--- src/rtl/pipe_reg_chain_pkg.sv ---
// pipe_reg_chain_pkg
//   Shared constants and helpers for the pipe_reg_chain block.
//   - PIPE_RESET_VAL_DEFAULT : default data value loaded on reset/flush
//   - occ_width()            : bits needed to count 0..depth valid stages
package pipe_reg_chain_pkg;

  localparam int PIPE_RESET_VAL_DEFAULT = 0;

  function automatic int occ_width(input int depth);
    return $clog2(depth + 1);
  endfunction

endpackage

--- src/rtl/pipe_reg_chain_if.sv ---
// pipe_reg_chain_if
//   Groups the data/control inputs and the observable outputs of a
//   pipe_reg_chain.
//   Ports (signals):
//     in_dat    [WIDTH]  data entering stage 0
//     in_valid           in_dat is meaningful
//     stall              hold every stage this edge
//     flush              invalidate every stage this edge
//     out_dat   [WIDTH]  data of the last stage
//     out_valid          valid bit of the last stage
//     occupancy [OCC_W]  number of valid stages
//   Modports: master drives the inputs, slave is the pipeline itself.
interface pipe_reg_chain_if
  import pipe_reg_chain_pkg::*;
#(
  parameter int WIDTH = 2,
  parameter int DEPTH = 1
);

  localparam int OCC_W = occ_width(DEPTH);

  logic [WIDTH-1:0] in_dat;
  logic             in_valid;
  logic             stall;
  logic             flush;
  logic [WIDTH-1:0] out_dat;
  logic             out_valid;
  logic [OCC_W-1:0] occupancy;

  modport master (
    output in_dat, in_valid, stall, flush,
    input  out_dat, out_valid, occupancy
  );

  modport slave (
    input  in_dat, in_valid, stall, flush,
    output out_dat, out_valid, occupancy
  );

endinterface

--- src/rtl/pipe_reg_chain_stage.sv ---
// pipe_reg_stage
//   One falling-edge pipeline stage: WIDTH data bits plus a valid bit.
//   Priority: RST > flush > hold > load.
//   Ports:
//     CLK      clock (state changes on the falling edge)
//     RST      synchronous active-high reset
//     flush    load RESET_VAL and clear valid
//     hold     keep current contents
//     d_dat    data to load
//     d_valid  valid to load
//     q_dat    registered data
//     q_valid  registered valid
module pipe_reg_stage #(
  parameter int               WIDTH     = 2,
  parameter logic [WIDTH-1:0] RESET_VAL = '0
) (
  input  logic             CLK,
  input  logic             RST,
  input  logic             flush,
  input  logic             hold,
  input  logic [WIDTH-1:0] d_dat,
  input  logic             d_valid,
  output logic [WIDTH-1:0] q_dat,
  output logic             q_valid
);

  // Initialisers give the same power-up state as a reset.
  logic [WIDTH-1:0] dat_q = RESET_VAL;
  logic             vld_q = 1'b0;

  always_ff @(negedge CLK) begin
    if (RST || flush) begin
      dat_q <= RESET_VAL;
      vld_q <= 1'b0;
    end else if (!hold) begin
      dat_q <= d_dat;
      vld_q <= d_valid;
    end
  end

  assign q_dat   = dat_q;
  assign q_valid = vld_q;

endmodule

--- src/rtl/pipe_reg_chain.sv ---
// pipe_reg_chain
//   DEPTH-stage falling-edge register chain with per-stage valid bits,
//   stall (hold), flush (bubble insertion) and a registered occupancy count.
//   Ports:
//     CLK  clock; every register updates on its falling edge
//     RST  synchronous active-high reset
//     bus  pipe_reg_chain_if.slave (in_dat/in_valid/stall/flush in,
//          out_dat/out_valid/occupancy out; all outputs are registers)
module pipe_reg_chain
  import pipe_reg_chain_pkg::*;
#(
  parameter int               WIDTH     = 2,
  parameter int               DEPTH     = 1,
  parameter logic [WIDTH-1:0] RESET_VAL = WIDTH'(PIPE_RESET_VAL_DEFAULT)
) (
  input logic              CLK,
  input logic              RST,
  pipe_reg_chain_if.slave  bus
);

  localparam int               OCC_W     = occ_width(DEPTH);
  localparam logic [OCC_W-1:0] DEPTH_OCC = OCC_W'(DEPTH);

  // Element 0 is the chain input; element i+1 is the output of stage i.
  logic [DEPTH:0][WIDTH-1:0] dat_chain;
  logic [DEPTH:0]            vld_chain;

  assign dat_chain[0] = bus.in_dat;
  assign vld_chain[0] = bus.in_valid;

  for (genvar i = 0; i < DEPTH; i++) begin : g_stage
    pipe_reg_stage #(
      .WIDTH     (WIDTH),
      .RESET_VAL (RESET_VAL)
    ) u_stage (
      .CLK     (CLK),
      .RST     (RST),
      .flush   (bus.flush),
      .hold    (bus.stall),
      .d_dat   (dat_chain[i]),
      .d_valid (vld_chain[i]),
      .q_dat   (dat_chain[i+1]),
      .q_valid (vld_chain[i+1])
    );
  end

  logic [OCC_W-1:0] occ_q = '0;

  // One entry enters and at most one leaves per shift, so the count stays
  // in 0..DEPTH without saturation logic.
  always_ff @(negedge CLK) begin
    if (RST || bus.flush) begin
      occ_q <= '0;
    end else if (!bus.stall) begin
      occ_q <= occ_q + OCC_W'(bus.in_valid) - OCC_W'(vld_chain[DEPTH]);
    end
  end

  assert property (@(negedge CLK) occ_q <= DEPTH_OCC);

  assign bus.out_dat   = dat_chain[DEPTH];
  assign bus.out_valid = vld_chain[DEPTH];
  assign bus.occupancy = occ_q;

endmodule
--- src/flat_wrapper.sv ---
// flat-port wrapper written by rule: the top's interface ports become plain ports
module pipe_reg_chain_flat import pipe_reg_chain_pkg::*;
#(
  parameter int               WIDTH     = 2,
  parameter int               DEPTH     = 1,
  parameter logic [WIDTH-1:0] RESET_VAL = WIDTH'(PIPE_RESET_VAL_DEFAULT)
)
  (CLK, RST, bus_in_dat, bus_in_valid, bus_stall, bus_flush, bus_out_dat, bus_out_valid, bus_occupancy);
  pipe_reg_chain_if #(.WIDTH(WIDTH), .DEPTH(DEPTH)) bus_i ();
  input logic CLK;
  input logic RST;
  input wire logic [$bits(bus_i.in_dat)-1:0] bus_in_dat;
  input wire logic [$bits(bus_i.in_valid)-1:0] bus_in_valid;
  input wire logic [$bits(bus_i.stall)-1:0] bus_stall;
  input wire logic [$bits(bus_i.flush)-1:0] bus_flush;
  output wire logic [$bits(bus_i.out_dat)-1:0] bus_out_dat;
  output wire logic [$bits(bus_i.out_valid)-1:0] bus_out_valid;
  output wire logic [$bits(bus_i.occupancy)-1:0] bus_occupancy;
  assign bus_i.in_dat = bus_in_dat;
  assign bus_i.in_valid = bus_in_valid;
  assign bus_i.stall = bus_stall;
  assign bus_i.flush = bus_flush;
  assign bus_out_dat = bus_i.out_dat;
  assign bus_out_valid = bus_i.out_valid;
  assign bus_occupancy = bus_i.occupancy;
  pipe_reg_chain #(.WIDTH(WIDTH), .DEPTH(DEPTH), .RESET_VAL(RESET_VAL)) u_core (.CLK(CLK), .RST(RST), .bus(bus_i));
endmodule
--- config.mk ---
export PLATFORM = sky130hd
export DESIGN_NAME = pipe_reg_chain_flat
export DESIGN_NICKNAME = d
export VERILOG_FILES = /design/src/rtl/pipe_reg_chain_pkg.sv /design/src/rtl/pipe_reg_chain_if.sv /design/src/rtl/pipe_reg_chain_stage.sv /design/src/rtl/pipe_reg_chain.sv /design/src/flat_wrapper.sv
export SDC_FILE = /design/constraint.sdc
export NUM_CORES = 1
export LEC_CHECK = 0
export BUFFER_PORTS_ARGS = -buffer_cell sky130_fd_sc_hd__buf_2
export CAP_MARGIN = 40
export CORE_AREA = 2 2 39 41
export CTS_CLUSTER_SIZE = 25
export DETAILED_ROUTE_END_ITERATION = 16
export DIE_AREA = 0 0 41 43
export GPL_TIMING_DRIVEN = 0
export MAX_ROUTING_LAYER = met4
export PLACE_DENSITY = 0.39
export SLEW_MARGIN = 30
export SYNTH_ARGS = -nofsm -noshare
export SYNTH_HDL_FRONTEND = slang
export SYNTH_HIERARCHICAL = 1
export SYNTH_SLANG_ARGS = --single-unit
--- constraint.sdc ---
create_clock -name CLK -period 1.1 [get_ports CLK]
set_clock_uncertainty 0.1 [all_clocks]
set_input_delay 0.055 -clock CLK [delete_from_list [all_inputs] [get_ports CLK]]
set_output_delay 0.055 -clock CLK [all_outputs]
set_load 0.03 [all_outputs]
==> flow_summary.toml, run 1 <==
[final_layout]
fin_nets = 42
final_common_cell = "buf_2"
drive_gt1_frac = 0.636
antenna_cells = 0
postLayoutCoreUtil = 0.234
area_growth_pct = 102
final_cell_mix = "buf_2, buf_6, inv_1"

[pwr]
p_sw_frac = 0.286
leakage_nw = 0.159
p_switching_uw = 131
power_density_mw_per_mm2 = 1410
p_total_uw = 456
internal_power_uw = 325
clkPwrFrac = 0.523
peakVddDrop_mv = 0.214
share_seq_of_total_power = 0.339
pwr-share-comb = 0.138

[detailed_routing]
drc = 0
wire_per_inst_um = 9.65
wl_um = 473
viasPerCell = 3.86
vias = 189
detail-route-antenna-nets = 0
dr.pass1.iters = 3
drtIter0Drc = 1

[flow_run]
cap_violations = 0

[worst_setup_path]
cp.required_ns = 0.94
path_delay_family = "flip-flops"
crit_buf_inv = 1
r2r-start = "u_core/g_stage[0].u_stage/q_valid"
critPathMaxFanout = 2
critPathLaunch = "u_core/g_stage[0].u_stage/q_dat[1]"
timing.reg2reg.setup_slack_ns = -0.24
slowest_stage = "dfxtp_2"
cp-start-kind = "flip-flop"
crit_arrival_ns = 1.30
end_kind = "output pin"
reg2reg_to = "u_core/bus.occupancy"
reg2reg_depth = 4
worst-setup-path-type = "flip-flop to output pin"
max_stage_delay_ns = 0.33
crit_chain = "buf_6"

[cts]
clkLatencyLatePin_ns = 0.29
ctsHoldBuffers = 0
numCtsBuffers = 3
clock-sinks = 4
cts_buffer_depth = 2
path_clk_slew_ns = 0.04
cts_tree = "done"
root_buffer = "clkbuf_4"
htreeDepth = 1

[synthesis]
synth_area_um2 = 160
synth_fp_nets = 23
synth_cell_types = 8
yosysWarningCount = 6
synth-seq-cells = 4
ys_seq_area_frac = 0.500
synth_cells = 16
postSynthAreaPerCell_um2 = 10.0

[global_routing]
gr-usage-met3 = 0.0157
grt_pass1_wl_um = 779
grt_pass1_vias = 220
grt_usage = 0.0719
overflow = 0
antenna_found_initial = 0
grt_max_degree = 6
met2_usage = 0.0844
grtUsageMet1 = 0.0831
gr-max-usage-layer = "met4"

[timing]
drv_slew = 0
setup_viol = 5
whs_ns = 0.417
tightest_slew_ns = 0.188
grt_setup_unrepaired = "yes"
hold_viol = 0
slew_headroom = 0.873
worst_slack_ns = -0.359

[min_path]
hold_start = "u_core/bus.occupancy"
hold_class = "flip-flop to flip-flop"
worstHoldPathCells = 2
whs_endpoint = "u_core/bus.occupancy"

[place]
dp_hpwl_um = 335
port_buffers = 10
gp_congestion = 0.569

[die]
die_y_um = 43
dieArea_mm2 = 0.00176
ios = 11
initial_core_util = 0.116
rows = 14
die_x_um = 41
core_mm2 = 0.00138

[run_status]
status = "finished with violations"
failed_checks = "setup timing"
-- layout make-up --
type | instances | area (um^2)
multi-input cells | 10 | 85.1
repair buffers | 12 | 93.8
flip-flops and latches | 4 | 87.6
fillers | 159 | 1060
clock buffers | 3 | 22.5
well taps | 16 | 20.0
clock inverters | 4 | 15.0
-- synth_stat cells (all sizes together) --
cell type | n | share of area
dfxtp | 4 | 0.50
or3 | 1 | 0.039
o21ai | 1 | 0.031
mux2i | 3 | 0.19
xnor2 | 1 | 0.055
a211oi | 1 | 0.047
nor3 | 3 | 0.094
inv | 2 | 0.047
-- worst max-delay path by stage --
stage | endpoint | cells after the start | slack [ns]
final | bus_out_dat[1] | 1 | -0.36
after global routing | bus_occupancy | 1 | -0.40
after floorplan | u_core/bus.occupancy | 3 | -0.26
after CTS | bus_out_dat[0] | 1 | -0.37
after global placement | u_core/bus.occupancy | 4 | -0.41
after detailed placement | u_core/bus.occupancy | 4 | -0.44
-- kinds of logic (layout without fill, tap and decap cells) --
| family | after synthesis | in the layout | share of synthesized area |
|---|---|---|---|
| XOR/XNOR | 1 | 1 | 0.0547 |
| AND/OR/NAND/NOR | 4 | 4 | 0.133 |
| multiplexers | 3 | 3 | 0.188 |
| buffers and inverters | 2 | 19 | 0.0469 |
| AO/OA/AOI/OAI | 2 | 2 | 0.0781 |
| flip-flops | 4 | 4 | 0.500 |
-- timing repair --
| item | 4_1_cts | 5_1_grt |
|---|---|---|
| resized for setup | 10 | 2 |
| endpoints found under the setup margin | 5 | 5 |
| setup buffers | 1 | 1 |
| pin swaps | 0 | 3 |
-- power groups by stage --
stage	logic (mW)	clock network, mW	registers [mW]
2_1_floorplan	0.0137	0.0340	0.165
3_3_place_gp	0.0460	0.0340	0.155
3_5_place_dp	0.0478	0.0340	0.155
4_1_cts	0.0575	0.256	0.154
5_1_grt	0.0688	0.268	0.155
6_report	0.0629	0.238	0.155
-- per-stage QoR --
stage / setup TNS (ns) / cells / cell area (um^2) / setup slack (ns)
2_1_floorplan: -0.350 / 16 / 166 / -0.264
3_3_place_gp: -1.16 / 42 / 236 / -0.414
3_5_place_dp: -1.28 / 42 / 236 / -0.440
4_1_cts: -1.64 / 48 / 305 / -0.371
5_1_grt: -1.82 / 49 / 324 / -0.402
6_report: -1.68 / 49 / 324 / -0.359
-- flip-flops by register name, indices dropped and copies added (netlist names) --
| name | cells |
|---|---|
| u_core/g_stage.u_stage/q_dat | 2 |
| u_core/bus.occupancy | 1 |
| u_core/g_stage.u_stage/q_valid | 1 |
-- per-layer routing --
metal / up-vias / routed length [um]
li1: 90 / -
met1: 88 / 208
met2: 11 / 202
met3: 0 / 63
met4: 0 / 0
met5: - / 0
No activity file was read; power rests on OpenSTA's default activity.
==> run 2: changes to the inputs <==
SYNTH_HIERARCHICAL = default   (was 1)
==> run 2 against run 1 <==
- the flow still finishes with violations (setup timing)
- combinational power fell by 5.9%
- non-clock buffer count did not move
- first-iteration DRC count fell by 100%
- design area fell by 3.5%
- clock-buffer cell count did not move
- critical path depth did not move
- utilization fell by 0.81 points
- synthesized cell count fell by 6.3%
- sequential power barely moved
- sequential cell count did not move
- critical endpoint unchanged
==> flow_summary.toml, run 2 <==
[run_status]
status = "finished with violations"
failed_checks = "setup timing"

[synthesis]
ys_async_sr_fraction = 0
synth_edf_count = 0
yosysWarningCount = 0
post-synth-top-area-cell = "dfxtp_1"
synth_fp_nets = 22
ys_seq_area_frac = 0.512
netlist.area_leader.share = 0.512
synth-seq-cells = 4
synth_area_leaders = "dfxtp_1, mux2i_1, nor3_1"
netlist_top_cells_count = "dfxtp_1, mux2i_1, nor3_1"
postSynthAreaPerCell_um2 = 10.4
synth_cells = 15
synth_cell_types = 8
synth.most_common_cell = "dfxtp_1"
synth_flop_cell = "dfxtp_1"
synth_area_um2 = 156

[timing]
tightest_slew_ns = 0.215
drv_slew = 0
slew_headroom = 0.855
grt_setup_unrepaired = "yes"
hold_viol = 0
setup_viol = 5
worst_slack_ns = -0.367
setup_tns_ns = -1.58

[die]
core_mm2 = 0.00138
initial_core_util = 0.113
die_y_um = 43
die_x_um = 41
dieArea_mm2 = 0.00176
ios = 11
rows = 14

[final_layout]
n_fill_cell = 160
largest_register_ffs = 2
area_growth_pct = 100
multiInputGateArea_um2 = 77.6
final_common_cell = "buf_2"
regArea_um2 = 87.6
drive_gt1_frac = 0.606
final_cell_mix = "buf_2, inv_1, buf_6"
fin_nets = 42
antenna_cells = 0
final_cell_area_um2 = 313

[global_routing]
grt_pass1_vias = 205
grt_usage = 0.0639
grt_max_degree = 6
grt_pass1_wl_um = 696
antenna_found_initial = 0
overflow = 0

[worst_setup_path]
critPathMaxFanout = 2
cp-start-kind = "flip-flop"
end_kind = "output pin"
worst-setup-path-type = "flip-flop to output pin"
slowest_stage = "dfxtp_2"
path_depth = 1
crit_arrival_ns = 1.31
max_stage_delay_ns = 0.33
crit_chain = "buf_6"
r2r-start = "u_core.g_stage[0].u_stage.q_valid"
cp.required_ns = 0.94
crit_buf_inv = 1
critPathLaunch = "u_core.g_stage[0].u_stage.q_dat[1]"
reg2reg_depth = 4
path_delay_family = "flip-flops"

[min_path]
worstHoldPathCells = 2
hold_class = "input pin to flip-flop"
hold_start = "RST"

[place]
port_buffers = 10
gp_congestion = 0.660
placed_area_um2 = 233
dp_worst_setup_slack_ns = -0.445
dp_hpwl_um = 317

[cts]
root_buffer = "clkbuf_4"
htreeDepth = 1
clock-sinks = 4
path_clk_slew_ns = 0.05
cts_tree = "done"
clkLatencyLatePin_ns = 0.29
numCtsBuffers = 3
cts_buffer_depth = 2

[pwr]
clkPwrFrac = 0.532
p_switching_uw = 133
pwr-share-comb = 0.130
share_seq_of_total_power = 0.338
leakage_nw = 0.154
p_sw_frac = 0.292
internal_power_uw = 323
power_density_mw_per_mm2 = 1460
peakVddDrop_mv = 0.436

[detailed_routing]
drtIter0Drc = 0
dr.pass1.iters = 1
viasPerCell = 3.78
wire_per_inst_um = 9.65
drc = 0
wl_um = 473
vias = 185
detail-route-antenna-nets = 0

[flow_run]
cap_violations = 0
run 2: cell count changes after synthesis:
cell	delta
inv_1	-1
run 2: final timing paths:
check                                                           to  slack [ns]
worst max-delay path                                bus_out_dat[1]       -0.37
worst min-delay path                          u_core.bus.occupancy        0.42
worst max register to register                u_core.bus.occupancy       -0.16
worst min register to register  u_core.g_stage[0].u_stage.q_dat[1]        0.45
run 2: repair_timing:
action / 4_1_cts / 5_1_grt
setup endpoints to repair: 5 / 5
hold buffers: 0 / 0
pin swaps: 0 / 0
setup buffers: 1 / 1
gates resized for setup: 10 / 0
hold endpoints to repair: 0 / 0
run 2: cell families after synthesis:
group,share of synthesized area
buf+inv,0.0240
simple gates,0.136
mux,0.192
flops,0.512
xor+xnor,0.0560
compound gates,0.0800
run 2: area by class of cell:
class                      instances  share of cell area
tap                               16              0.0640
multi-input combinational         10               0.248
clock inverter                     4              0.0480
sequential                         4               0.280
clock buffer                       3              0.0720
timing repair buffer              12               0.288
run 2: power by group through the flow:
stage	clock network, mW	registers, mW	logic [mW]
finish	0.243	0.154	0.0592
global placement	0.0282	0.155	0.0458
CTS	0.256	0.154	0.0574
floorplan	0.0282	0.165	0.0136
detailed placement	0.0282	0.155	0.0475
global route	0.267	0.155	0.0629
run 2: per-layer routing:
metal	GRT usage	up-vias	part of all wire
li1	-	92	-
met1	0.0774	80	0.49
met2	0.0625	13	0.37
met3	0.0366	0	0.15
met4	0.0733	0	0
met5	-	-	0
run 2: through the flow:
stage                     power [mW]  cells  hold slack [ns]  utilization
final                          0.456     49            0.418        0.226
after global placement         0.229     41            0.379        0.168
after floorplan                0.207     15            0.478            -
after global routing           0.484     49            0.413        0.226
after detailed placement       0.231     41            0.399        0.168
after CTS                      0.468     48            0.410        0.221
==> run 3: changes to the inputs <==
ABC_AREA = 1   (was default)
CTS_CLUSTER_SIZE = 14   (was 25)
PLACE_DENSITY = 0.4   (was 0.39)
==> run 3 against run 2 <==
- the flow still finishes with violations (setup timing)
- design area is 3.6% higher
- clock power is 6% lower
- synthesized cell count is 73% higher
- first-iteration DRC count is 1 higher
- combinational power is 10% higher
- die area stayed put
- largest power group unchanged
==> flow_summary.toml, run 3 <==
[run_status]
status = "finished with violations"
failed_checks = "setup timing"

[synthesis]
synth.most_common_cell = "nor2_1"
synth_top_family_by_area = "simple AND/OR/NAND/NOR gates"
synth_area_um2 = 173
synth_cells = 26
synth_fa_ha_area_frac = 0
ys_seq_area_frac = 0.464
netlist_top_cells_count = "nor2_1, dfxtp_1, nand2_1"
synth_area_leaders = "dfxtp_1, nor2_1, o21ai_0"
postSynthAreaPerCell_um2 = 6.64
netlist.area_leader.share = 0.464
synth_flop_cell = "dfxtp_1"
yosysWarningCount = 0
synth_fp_nets = 33
ys_async_sr_fraction = 0
synth_compound_area_frac = 0.116
synth-seq-cells = 4
yosys.area_share.simple = 0.333
post-synth-top-area-cell = "dfxtp_1"
synth_cell_types = 9
synth-xor-area-share = 0
synth_edf_count = 0
synth_mux_area_frac = 0

[detailed_routing]
detail-route-antenna-nets = 0
drc = 0
wl_um = 396
vias = 207
wire_per_inst_um = 6.60
viasPerCell = 3.45
drtIter0Drc = 1
dr.pass1.iters = 2

[worst_setup_path]
crit_buf_inv = 1
end_kind = "output pin"
max_stage_delay_ns = 0.33
cp-start-kind = "flip-flop"
path_delay_family = "flip-flops"
r2r-start = "u_core.g_stage[0].u_stage.q_valid"
crit_arrival_ns = 1.30
reg2reg_to = "u_core.bus.occupancy"
cp.required_ns = 0.94
worst-setup-path-type = "flip-flop to output pin"
crit_chain = "buf_6"
reg2reg_depth = 6
critPathMaxFanout = 2
timing.reg2reg.setup_slack_ns = 0.15
slowest_stage = "dfxtp_4"

[place]
gp_congestion = 0.596
dp_worst_setup_slack_ns = -0.157
placed_area_um2 = 250
dp_cells = 52
dp_hpwl_um = 310
port_buffers = 10

[global_routing]
grt_max_degree = 6
grt_pass1_vias = 198
antenna_found_initial = 0
grt_pass1_wl_um = 696
overflow = 0
grt_usage = 0.0690

[pwr]
leakage_nw = 0.172
power_density_mw_per_mm2 = 1390
peakVddDrop_mv = 0.304
p_total_uw = 451

[die]
ios = 11
die_x_um = 41
core_mm2 = 0.00138
dieArea_mm2 = 0.00176
initial_core_util = 0.125
die_y_um = 43
rows = 14

[timing]
whs_ns = 0.380
tightest_slew_ns = 0.147
hold_viol = 0
drv_slew = 0
worst_slack_ns = -0.352
grt_setup_unrepaired = "yes"
setup_viol = 4
setup_tns_ns = -1.36
slew_headroom = 0.902

[cts]
root_buffer = "clkbuf_4"
cts_tree = "done"
numCtsBuffers = 3
cts_buffer_depth = 2
htreeDepth = 1
ctsHoldBuffers = 0
clkLatencyLatePin_ns = 0.29
path_clk_slew_ns = 0.03
clock-sinks = 4

[final_layout]
area_growth_pct = 87.7
drive_gt1_frac = 0.477
final_cell_mix = "nor2_1, inv_1, buf_2"
largest_register_ffs = 2
final_common_cell = "nor2_1"
final_cell_area_um2 = 324
postLayoutCoreUtil = 0.234
stdcell_count = 60
antenna_cells = 0
fin_nets = 53

[min_path]
whs_endpoint = "u_core.g_stage[0].u_stage.q_dat[1]"
hold_start = "u_core.g_stage[0].u_stage.q_dat[1]"
hold_class = "flip-flop to flip-flop"
worstHoldPathCells = 2

[flow_run]
cap_violations = 0
run 3: cell types whose count changed after synthesis, sizes merged:
cell,delta
nor3,-3
a21oi,+1
a211oi,-1
or3,-1
nand2,+4
nand4,+1
o21ai,+2
mux2i,-3
xnor2,-1
inv,+3
nor2,+9
run 3: worst max path at each step:
stage,cells after the start,end,start,slack [ns]
2_1_floorplan,0,bus_out_valid,u_core.g_stage[0].u_stage.q_valid,-0.02
3_3_place_gp,6,u_core.bus.occupancy,bus_stall,-0.15
3_5_place_dp,6,u_core.bus.occupancy,bus_stall,-0.16
4_1_cts,1,bus_occupancy,u_core.bus.occupancy,-0.37
5_1_grt,1,bus_occupancy,u_core.bus.occupancy,-0.40
6_report,1,bus_occupancy,u_core.bus.occupancy,-0.35
run 3: what timing repair did:
action	4_1_cts	5_1_grt
buffers inserted	2	0
endpoints found under the setup margin	4	4
gates cloned	0	0
gates resized for setup	8	0
run 3: report_power, final:
group	internal (mW)	leakage [nW]	switching, mW	total [mW]
clock	0.142	0.0351	0.0870	0.229
combinational	0.0307	0.102	0.0346	0.0653
sequential	0.152	0.0347	0.00406	0.156
total	0.325	0.172	0.126	0.451
run 3: per-layer routing:
metal	track usage	share of wire	vias up
met1	0.0774	0.51	81
met3	0.0471	0.12	0
met4	0.107	0	0
li1	-	-	117
met2	0.0563	0.36	9
met5	-	0	-
run 3: cells by family (layout without fill, tap and decap cells):
group           Yosys count  count (layout)
compound gates            4               4
buf+inv                   4              22
flops                     4               4
simple gates             14              14
run 3: cell type report:
cell class | count | area [um^2]
fillers | 173 | 1060
repair buffers | 12 | 90.1
flip-flops and latches | 4 | 87.6
multi-input cells | 18 | 77.6
inverters | 3 | 11.3
clock inverters | 4 | 15.0
well taps | 16 | 20.0
clock buffers | 3 | 22.5
